File: src/rtl/uc_pkg.sv
`default_nettype none
// ============================================================================
//  Module      : uc_pkg
//  Description : Shared types and constants for the unidad_control block:
//                opcode enum, FSM state enum, control-word field positions
//                and flag bit positions.
//  Revision    : 1.0 - initial release
// ============================================================================
package uc_pkg;

  // Instruction opcodes, instr[7:4]
  typedef enum logic [3:0] {
    OP_NOP  = 4'h0,
    OP_LOAD = 4'h1,
    OP_MOV  = 4'h2,
    OP_ADD  = 4'h3,
    OP_SUB  = 4'h4,
    OP_AND  = 4'h5,
    OP_OR   = 4'h6,
    OP_XOR  = 4'h7,
    OP_OUT  = 4'h8,
    OP_JMP  = 4'h9,
    OP_JZ   = 4'hA,
    OP_JC   = 4'hB,
    OP_ADR  = 4'hC,
    OP_NOPD = 4'hD,
    OP_NOPE = 4'hE,
    OP_HALT = 4'hF
  } opcode_t;

  // Sequencer states
  typedef enum logic [2:0] {
    ST_IDLE   = 3'd0,
    ST_FETCH  = 3'd1,
    ST_DECODE = 3'd2,
    ST_EXEC   = 3'd3,
    ST_HALT   = 3'd4
  } state_t;

  // Control word field positions
  localparam int ALU_OP_LSB   = 12;  // [15:12]
  localparam int SEL_A_LSB    = 10;  // [11:10]
  localparam int SEL_B_LSB    = 8;   // [9:8]
  localparam int DEST_LSB     = 6;   // [7:6]
  localparam int REG_WE_BIT   = 5;
  localparam int LOAD_IN_BIT  = 4;
  localparam int OUT_WE_BIT   = 3;
  localparam int FLAGS_WE_BIT = 2;
  localparam int ADR_WE_BIT   = 1;

  // Datapath flag positions
  localparam int FLAG_Z = 0;
  localparam int FLAG_C = 1;

endpackage
`default_nettype wire

File: src/rtl/decodificador_control.sv
`default_nettype none
// ============================================================================
//  Module      : decodificador_control
//  Description : Combinational instruction decoder. Maps the instruction
//                register and the datapath flags to the 16-bit control word
//                and the jump-taken decision.
//  Ports       : ir      - instruction register (opcode [7:4], operand [3:0])
//                flags   - datapath flags {V,N,C,Z}
//                control - decoded control word
//                jump    - 1 when the instruction loads pc with imm4
//  Revision    : 1.0 - initial release
// ============================================================================
module decodificador_control
  import uc_pkg::*;
(
  input  logic [7:0]  ir,
  input  logic [3:0]  flags,
  output logic [15:0] control,
  output logic        jump
);

  opcode_t    op;
  logic [1:0] rd;
  logic [1:0] rs;

  assign op = opcode_t'(ir[7:4]);
  assign rd = ir[3:2];
  assign rs = ir[1:0];

  // N and V are not consumed by any jump condition
  logic unused_flags;
  assign unused_flags = ^flags[3:2];

  always_comb begin
    control = '0;
    jump    = 1'b0;
    case (op)
      OP_LOAD: begin
        control[REG_WE_BIT]  = 1'b1;
        control[LOAD_IN_BIT] = 1'b1;
      end
      // MOV routes rs through the ALU but leaves the flags untouched
      OP_MOV: begin
        control[ALU_OP_LSB +: 4] = ir[7:4];
        control[SEL_A_LSB  +: 2] = rd;
        control[SEL_B_LSB  +: 2] = rs;
        control[DEST_LSB   +: 2] = rd;
        control[REG_WE_BIT]      = 1'b1;
      end
      OP_ADD, OP_SUB, OP_AND, OP_OR, OP_XOR: begin
        control[ALU_OP_LSB +: 4] = ir[7:4];
        control[SEL_A_LSB  +: 2] = rd;
        control[SEL_B_LSB  +: 2] = rs;
        control[DEST_LSB   +: 2] = rd;
        control[REG_WE_BIT]      = 1'b1;
        control[FLAGS_WE_BIT]    = 1'b1;
      end
      OP_OUT:  control[OUT_WE_BIT] = 1'b1;
      OP_ADR:  control[ADR_WE_BIT] = 1'b1;
      // Jumps act on pc only; their control word stays zero
      OP_JMP:  jump = 1'b1;
      OP_JZ:   jump = flags[FLAG_Z];
      OP_JC:   jump = flags[FLAG_C];
      default: ;
    endcase
  end

endmodule
`default_nettype wire

File: src/rtl/unidad_control.sv
`default_nettype none
// ============================================================================
//  Module      : unidad_control
//  Description : Three-cycle FETCH/DECODE/EXEC control unit with IDLE and
//                HALT states. Drives the program address, and asserts the
//                registered control word for exactly one EXEC cycle.
//  Ports       : clk      - system clock, rising edge
//                rst      - asynchronous active-high reset
//                run      - start request, honoured in IDLE and HALT only
//                instr_in - instruction at pc_out
//                flags    - datapath flags {V,N,C,Z}, sampled in EXEC
//                pc_out   - program memory address
//                control  - datapath control word (non-zero only in EXEC)
//                busy     - FETCH, DECODE or EXEC
//                halted   - HALT
//  Revision    : 1.0 - initial release
// ============================================================================
module unidad_control
  import uc_pkg::*;
#(
  parameter int PC_W = 4
) (
  input  logic            clk,
  input  logic            rst,
  input  logic            run,
  input  logic [7:0]      instr_in,
  input  logic [3:0]      flags,
  output logic [PC_W-1:0] pc_out,
  output logic [15:0]     control,
  output logic            busy,
  output logic            halted
);

  state_t          state;
  state_t          state_next;
  logic [PC_W-1:0] pc;
  logic [7:0]      ir;
  logic [15:0]     ctrl_q;
  logic [15:0]     dec_control;
  logic            jump;
  logic [PC_W-1:0] jump_target;

  decodificador_control u_dec (
    .ir      (ir),
    .flags   (flags),
    .control (dec_control),
    .jump    (jump)
  );

  assign jump_target = PC_W'(ir[3:0]);

  // State register
  always_ff @(posedge clk or posedge rst) begin
    if (rst) state <= ST_IDLE;
    else     state <= state_next;
  end

  // Next-state logic
  always_comb begin
    state_next = state;
    case (state)
      ST_IDLE:   if (run) state_next = ST_FETCH;
      ST_FETCH:  state_next = ST_DECODE;
      ST_DECODE: state_next = ST_EXEC;
      ST_EXEC:   state_next = (ir[7:4] == OP_HALT) ? ST_HALT : ST_FETCH;
      ST_HALT:   if (run) state_next = ST_FETCH;
      default:   state_next = ST_IDLE;
    endcase
  end

  // Program counter, instruction register and registered control word.
  // A taken jump in EXEC replaces the value incremented in FETCH, so the
  // target also wins over the 15->0 wrap.
  always_ff @(posedge clk or posedge rst) begin
    if (rst) begin
      pc     <= '0;
      ir     <= '0;
      ctrl_q <= '0;
    end else begin
      case (state)
        ST_IDLE:   pc <= '0;
        ST_FETCH: begin
          ir <= instr_in;
          pc <= pc + PC_W'(1);
        end
        ST_DECODE: ctrl_q <= dec_control;
        ST_EXEC:   if (jump) pc <= jump_target;
        ST_HALT:   if (run) pc <= '0;
        default:   ;
      endcase
    end
  end

  // Gating on state (not on ctrl_q) keeps control at zero outside EXEC and
  // makes reset clear it in the same cycle.
  assign control = (state == ST_EXEC) ? ctrl_q : 16'h0000;
  assign pc_out  = pc;
  assign busy    = (state == ST_FETCH) || (state == ST_DECODE) || (state == ST_EXEC);
  assign halted  = (state == ST_HALT);

endmodule
`default_nettype wire
File: config.mk
export PLATFORM = sky130hd
export DESIGN_NAME = unidad_control
export DESIGN_NICKNAME = d
export VERILOG_FILES = /design/src/rtl/uc_pkg.sv /design/src/rtl/decodificador_control.sv /design/src/rtl/unidad_control.sv
export SDC_FILE = /design/constraint.sdc
export NUM_CORES = 1
export LEC_CHECK = 0
export BUFFER_PORTS_ARGS = -buffer_cell sky130_fd_sc_hd__buf_2
export CAP_MARGIN = 15
export CORE_MARGIN = 2
export CORE_UTILIZATION = 45
export DETAILED_ROUTE_END_ITERATION = 8
export GPL_TIMING_DRIVEN = 0
export PLACE_DENSITY = 0.75
export RECOVER_POWER = 25
export SYNTH_ARGS = -nofsm -noshare
export SYNTH_HDL_FRONTEND = slang
export SYNTH_HIERARCHICAL = 1
export SYNTH_SLANG_ARGS = --single-unit
export TNS_END_PERCENT = 100
File: constraint.sdc
create_clock -name clk -period 1.9 [get_ports clk]
set_clock_uncertainty 0.15 [all_clocks]
set_input_delay 0.095 -clock clk [delete_from_list [all_inputs] [get_ports clk]]
set_output_delay 0.095 -clock clk [all_outputs]
set_load 0.05 [all_outputs]
==> flow_results.xml <==
<?xml version="1.0" encoding="UTF-8"?>
<metrics>
  <group name="floorplan">
    <metric name="fp.dieH" unit="um">64.1</metric>
    <metric name="initial_utilization" unit="">0.479</metric>
    <metric name="ios" unit="">37</metric>
    <metric name="die_width" unit="um">64.1</metric>
    <metric name="die_footprint" unit="sq um">4110</metric>
    <metric name="core_region_area" unit="sq um">3390</metric>
    <metric name="core.rowCount" unit="">21</metric>
  </group>
  <group name="clock_tree">
    <metric name="cts.clk_slew.worst_paths" unit="ns">0.09</metric>
    <metric name="clock_sink_count" unit="">31</metric>
    <metric name="clkLatencyLatePin" unit="ns">0.31</metric>
    <metric name="h-tree-depth" unit="">2</metric>
    <metric name="cts_tree" unit="">yes</metric>
    <metric name="clock_path_buffers" unit="">2</metric>
    <metric name="clockRootBuffer" unit="">clkbuf_4</metric>
    <metric name="cts_buffers" unit="">5</metric>
  </group>
  <group name="route">
    <metric name="detail_route.wl_per_cell" unit="um">14.5</metric>
    <metric name="antenna_left" unit="">0</metric>
    <metric name="routed-via-count" unit="">1213</metric>
    <metric name="via_per_inst" unit="">5.08</metric>
    <metric name="drc_errors" unit="">0</metric>
    <metric name="drt-total-wl" unit="um">3470</metric>
    <metric name="drt-initial-drc-count" unit="">25</metric>
    <metric name="firstDrtPassIters" unit="">4</metric>
  </group>
  <group name="synth">
    <metric name="synth_sequential_area_ratio" unit="">0.478</metric>
    <metric name="synth_area_per_cell" unit="sq um">11.9</metric>
    <metric name="synth_top_family_by_area" unit="">simple AND/OR/NAND/NOR gates</metric>
    <metric name="synth.top_cells.by_area" unit="">dfrtp_1 48%, mux2_2 17%, and2_1 8.1%</metric>
    <metric name="synth-main-ff-cell" unit="">dfrtp_1</metric>
    <metric name="synthesis.instances" unit="">137</metric>
    <metric name="synthesis.yosys.warnings" unit="">6</metric>
    <metric name="xor_xnor_fraction_of_synth_area" unit="">0</metric>
    <metric name="most_used_standard_cell_by_instance_count_after_synthesis" unit="">dfrtp_1</metric>
    <metric name="synth_edf_count" unit="">0</metric>
    <metric name="area_share_of_and_or_nand_nor_cells_after_synthesis" unit="">0.197</metric>
    <metric name="synth_compound_gate_area_share" unit="">0.0763</metric>
    <metric name="asyncSetResetFlopFracSynth" unit="">1.00</metric>
    <metric name="yosys.cell_types.count" unit="">40</metric>
    <metric name="synth_commonest_cells" unit="">31 x dfrtp_1, 25 x mux2_2, 21 x and2_1</metric>
    <metric name="yosys.area.top_type" unit="">dfrtp_1</metric>
    <metric name="synth_adder_area_share" unit="">0.00770</metric>
    <metric name="post_synth_mux_area_share" unit="">0.180</metric>
    <metric name="synth_top_area_frac" unit="">0.478</metric>
    <metric name="synth-seq-cells" unit="">31</metric>
    <metric name="synth.cell_area" unit="sq um">1620</metric>
  </group>
  <group name="grt">
    <metric name="first_global_vias" unit="">1287</metric>
    <metric name="wire_length_of_the_first_global_routing_pass" unit="um">5800</metric>
    <metric name="antenna_found_initial" unit="">0</metric>
    <metric name="track_usage" unit="">0.186</metric>
    <metric name="pin_count_of_the_biggest_net_entering_global_routing" unit="">32</metric>
    <metric name="grt_overflow_total" unit="">0</metric>
  </group>
  <group name="power_and_ir_drop">
    <metric name="power" unit="W">0.00372</metric>
    <metric name="cellLeakagePower" unit="nW">1.05</metric>
    <metric name="worst_ir_drop_vdd" unit="mV">0.759</metric>
    <metric name="power-per-cell-area" unit="nW/um^2">1720</metric>
  </group>
  <group name="setup_path">
    <metric name="crit_path_max_fanout" unit="">9</metric>
    <metric name="startpoint_type" unit="">flop</metric>
    <metric name="cp.arrival" unit="ns">1.93</metric>
    <metric name="endpoint_kind" unit="">flop</metric>
    <metric name="data_required_time_of_the_critical_path" unit="ns">1.96</metric>
    <metric name="kind_of_critical_path" unit="">flop to flop</metric>
  </group>
  <group name="placement">
    <metric name="dp_slack" unit="ns">-0.0190</metric>
    <metric name="globalplace.congestion" unit="">0.754</metric>
    <metric name="buffer_ports.inserted" unit="">34</metric>
    <metric name="post_dp_cell_area" unit="sq um">1860</metric>
    <metric name="placed_cells_incl_taps" unit="">218</metric>
    <metric name="dpl.hpwl" unit="um">2310</metric>
  </group>
  <group name="sta">
    <metric name="final-setup-viol-count" unit="">0</metric>
    <metric name="final-hold-violation-count" unit="">0</metric>
    <metric name="drv_slew" unit="">0</metric>
    <metric name="rsz0062_at_grt" unit="">yes</metric>
    <metric name="fin_worst_setup_slack" unit="ns">0.0272</metric>
    <metric name="final.min_clock_period" unit="ns">1.87</metric>
    <metric name="timing.fmax" unit="MHz">534</metric>
    <metric name="finalCritPeriodShare" unit="">0.986</metric>
  </group>
  <group name="outcome">
    <metric name="status" unit="">finished, final reports clean</metric>
  </group>
  <group name="finish">
    <metric name="area_growth" unit="%">33.3</metric>
    <metric name="drive_gt1_frac" unit="">0.523</metric>
    <metric name="layout.cells.non_filler" unit="">239</metric>
    <metric name="layout.nets" unit="">209</metric>
    <metric name="design_area_final" unit="sq um">2160</metric>
    <metric name="n_antenna_cell" unit="">0</metric>
  </group>
  <group name="hold_path">
    <metric name="min-delay-path-class" unit="">input pin to async pin</metric>
  </group>
  <group name="flow_run">
    <metric name="maxCapViolations" unit="">0</metric>
  </group>
</metrics>
-- sequential cells by signal, summed over array words and instances, names as in the netlist --
signal  flops
ctrl_q     16
ir          8
pc_out      4
state       3
-- area by class of cell --
| class | instances | area (sq um) |
|---|---|---|
| fill | 252 | 1220 |
| tap | 46 | 57.6 |
| clock inverter | 1 | 5.00 |
| timing repair buffer | 49 | 384 |
| multi-input combinational | 92 | 783 |
| buffer | 10 | 87.6 |
| sequential | 31 | 781 |
| inverter | 4 | 15.0 |
| clock buffer | 6 | 51.3 |
-- metrics by stage --
step | hold slack, ns | util | setup TNS [ns]
after floorplan | 0.0341 | - | 0
final | 0.172 | 0.639 | 0
after detailed placement | 0.136 | 0.547 | -0.0290
after global placement | 0.135 | 0.547 | 0
after global routing | 0.237 | 0.639 | -0.0483
after CTS | 0.346 | 0.632 | 0
-- critical path, cell delays in order (launching register included) --
cell and delay [ns]:
dfrtp_1 0.41, buf_6 0.15, and3b_1 0.16, nor4b_2 0.26, a21boi_2 0.14, o21ai_2 0.19
mux2_4 0.31
-- cell usage in the layout (no fill, tap or decap), types with 5 or more instances in the layout --
cell type      instances
and2_1                14
and2_4                 7
buf_2                 25
buf_4                  8
buf_6                  9
buf_8                  5
clkbuf_4               5
dfrtp_1               27
dlygate4sd3_1         10
mux2_2                24
-- path summary, 6_finish.rpt --
path	from	endpoint	slack, ns	depth (start not counted)
worst max-delay path	ir[5]$_DFFE_PP0P_	pc_out[1]$_DFFE_PP0P_	0.03	6
worst min-delay path	rst	ctrl_q[15]$_DFFE_PP0P_	0.17	3
worst max register to register	ir[5]$_DFFE_PP0P_	pc_out[1]$_DFFE_PP0P_	0.03	6
worst min register to register	ctrl_q[0]$_DFFE_PP0P_	ctrl_q[0]$_DFFE_PP0P_	0.36	1
max in group asynchronous	rst	state[0]$_DFFE_PP0P_	0.58	4
min in group clk	run	state[2]$_DFFE_PP0P_	0.35	3
-- layer usage --
layer,up-vias,GRT usage,routed length (um)
li1,583,-,-
met1,600,0.206,1450
met2,24,0.341,1860
met3,6,0.0335,91
met4,0,0.0842,63
met5,-,0,0
-- repair_timing --
item,CTS,global route
gates resized for setup,33,12
cloned,2,0
setup buffers,2,0
pin swaps,0,0
setup endpoints to repair,16,23
hold buffers,10,0
endpoints found under the hold margin,40,0
-- report_power, final --
| part | internal (W) | leakage, nW | switching, W |
|---|---|---|---|
| combinational | 0.00100 | 0.627 | 0.00109 |
| clock | 0.000171 | 0.0341 | 0.000210 |
| sequential | 0.000981 | 0.387 | 0.000274 |
-- kinds of logic after synthesis --
kind of cell,after synthesis
AO/OA/AOI/OAI,16
multiplexers,26
flip-flops,31
buffers and inverters,15
AND/OR/NAND/NOR,47
adder cells (fa/ha/maj),1
other,1
No activity file was read; power rests on OpenSTA's default activity.
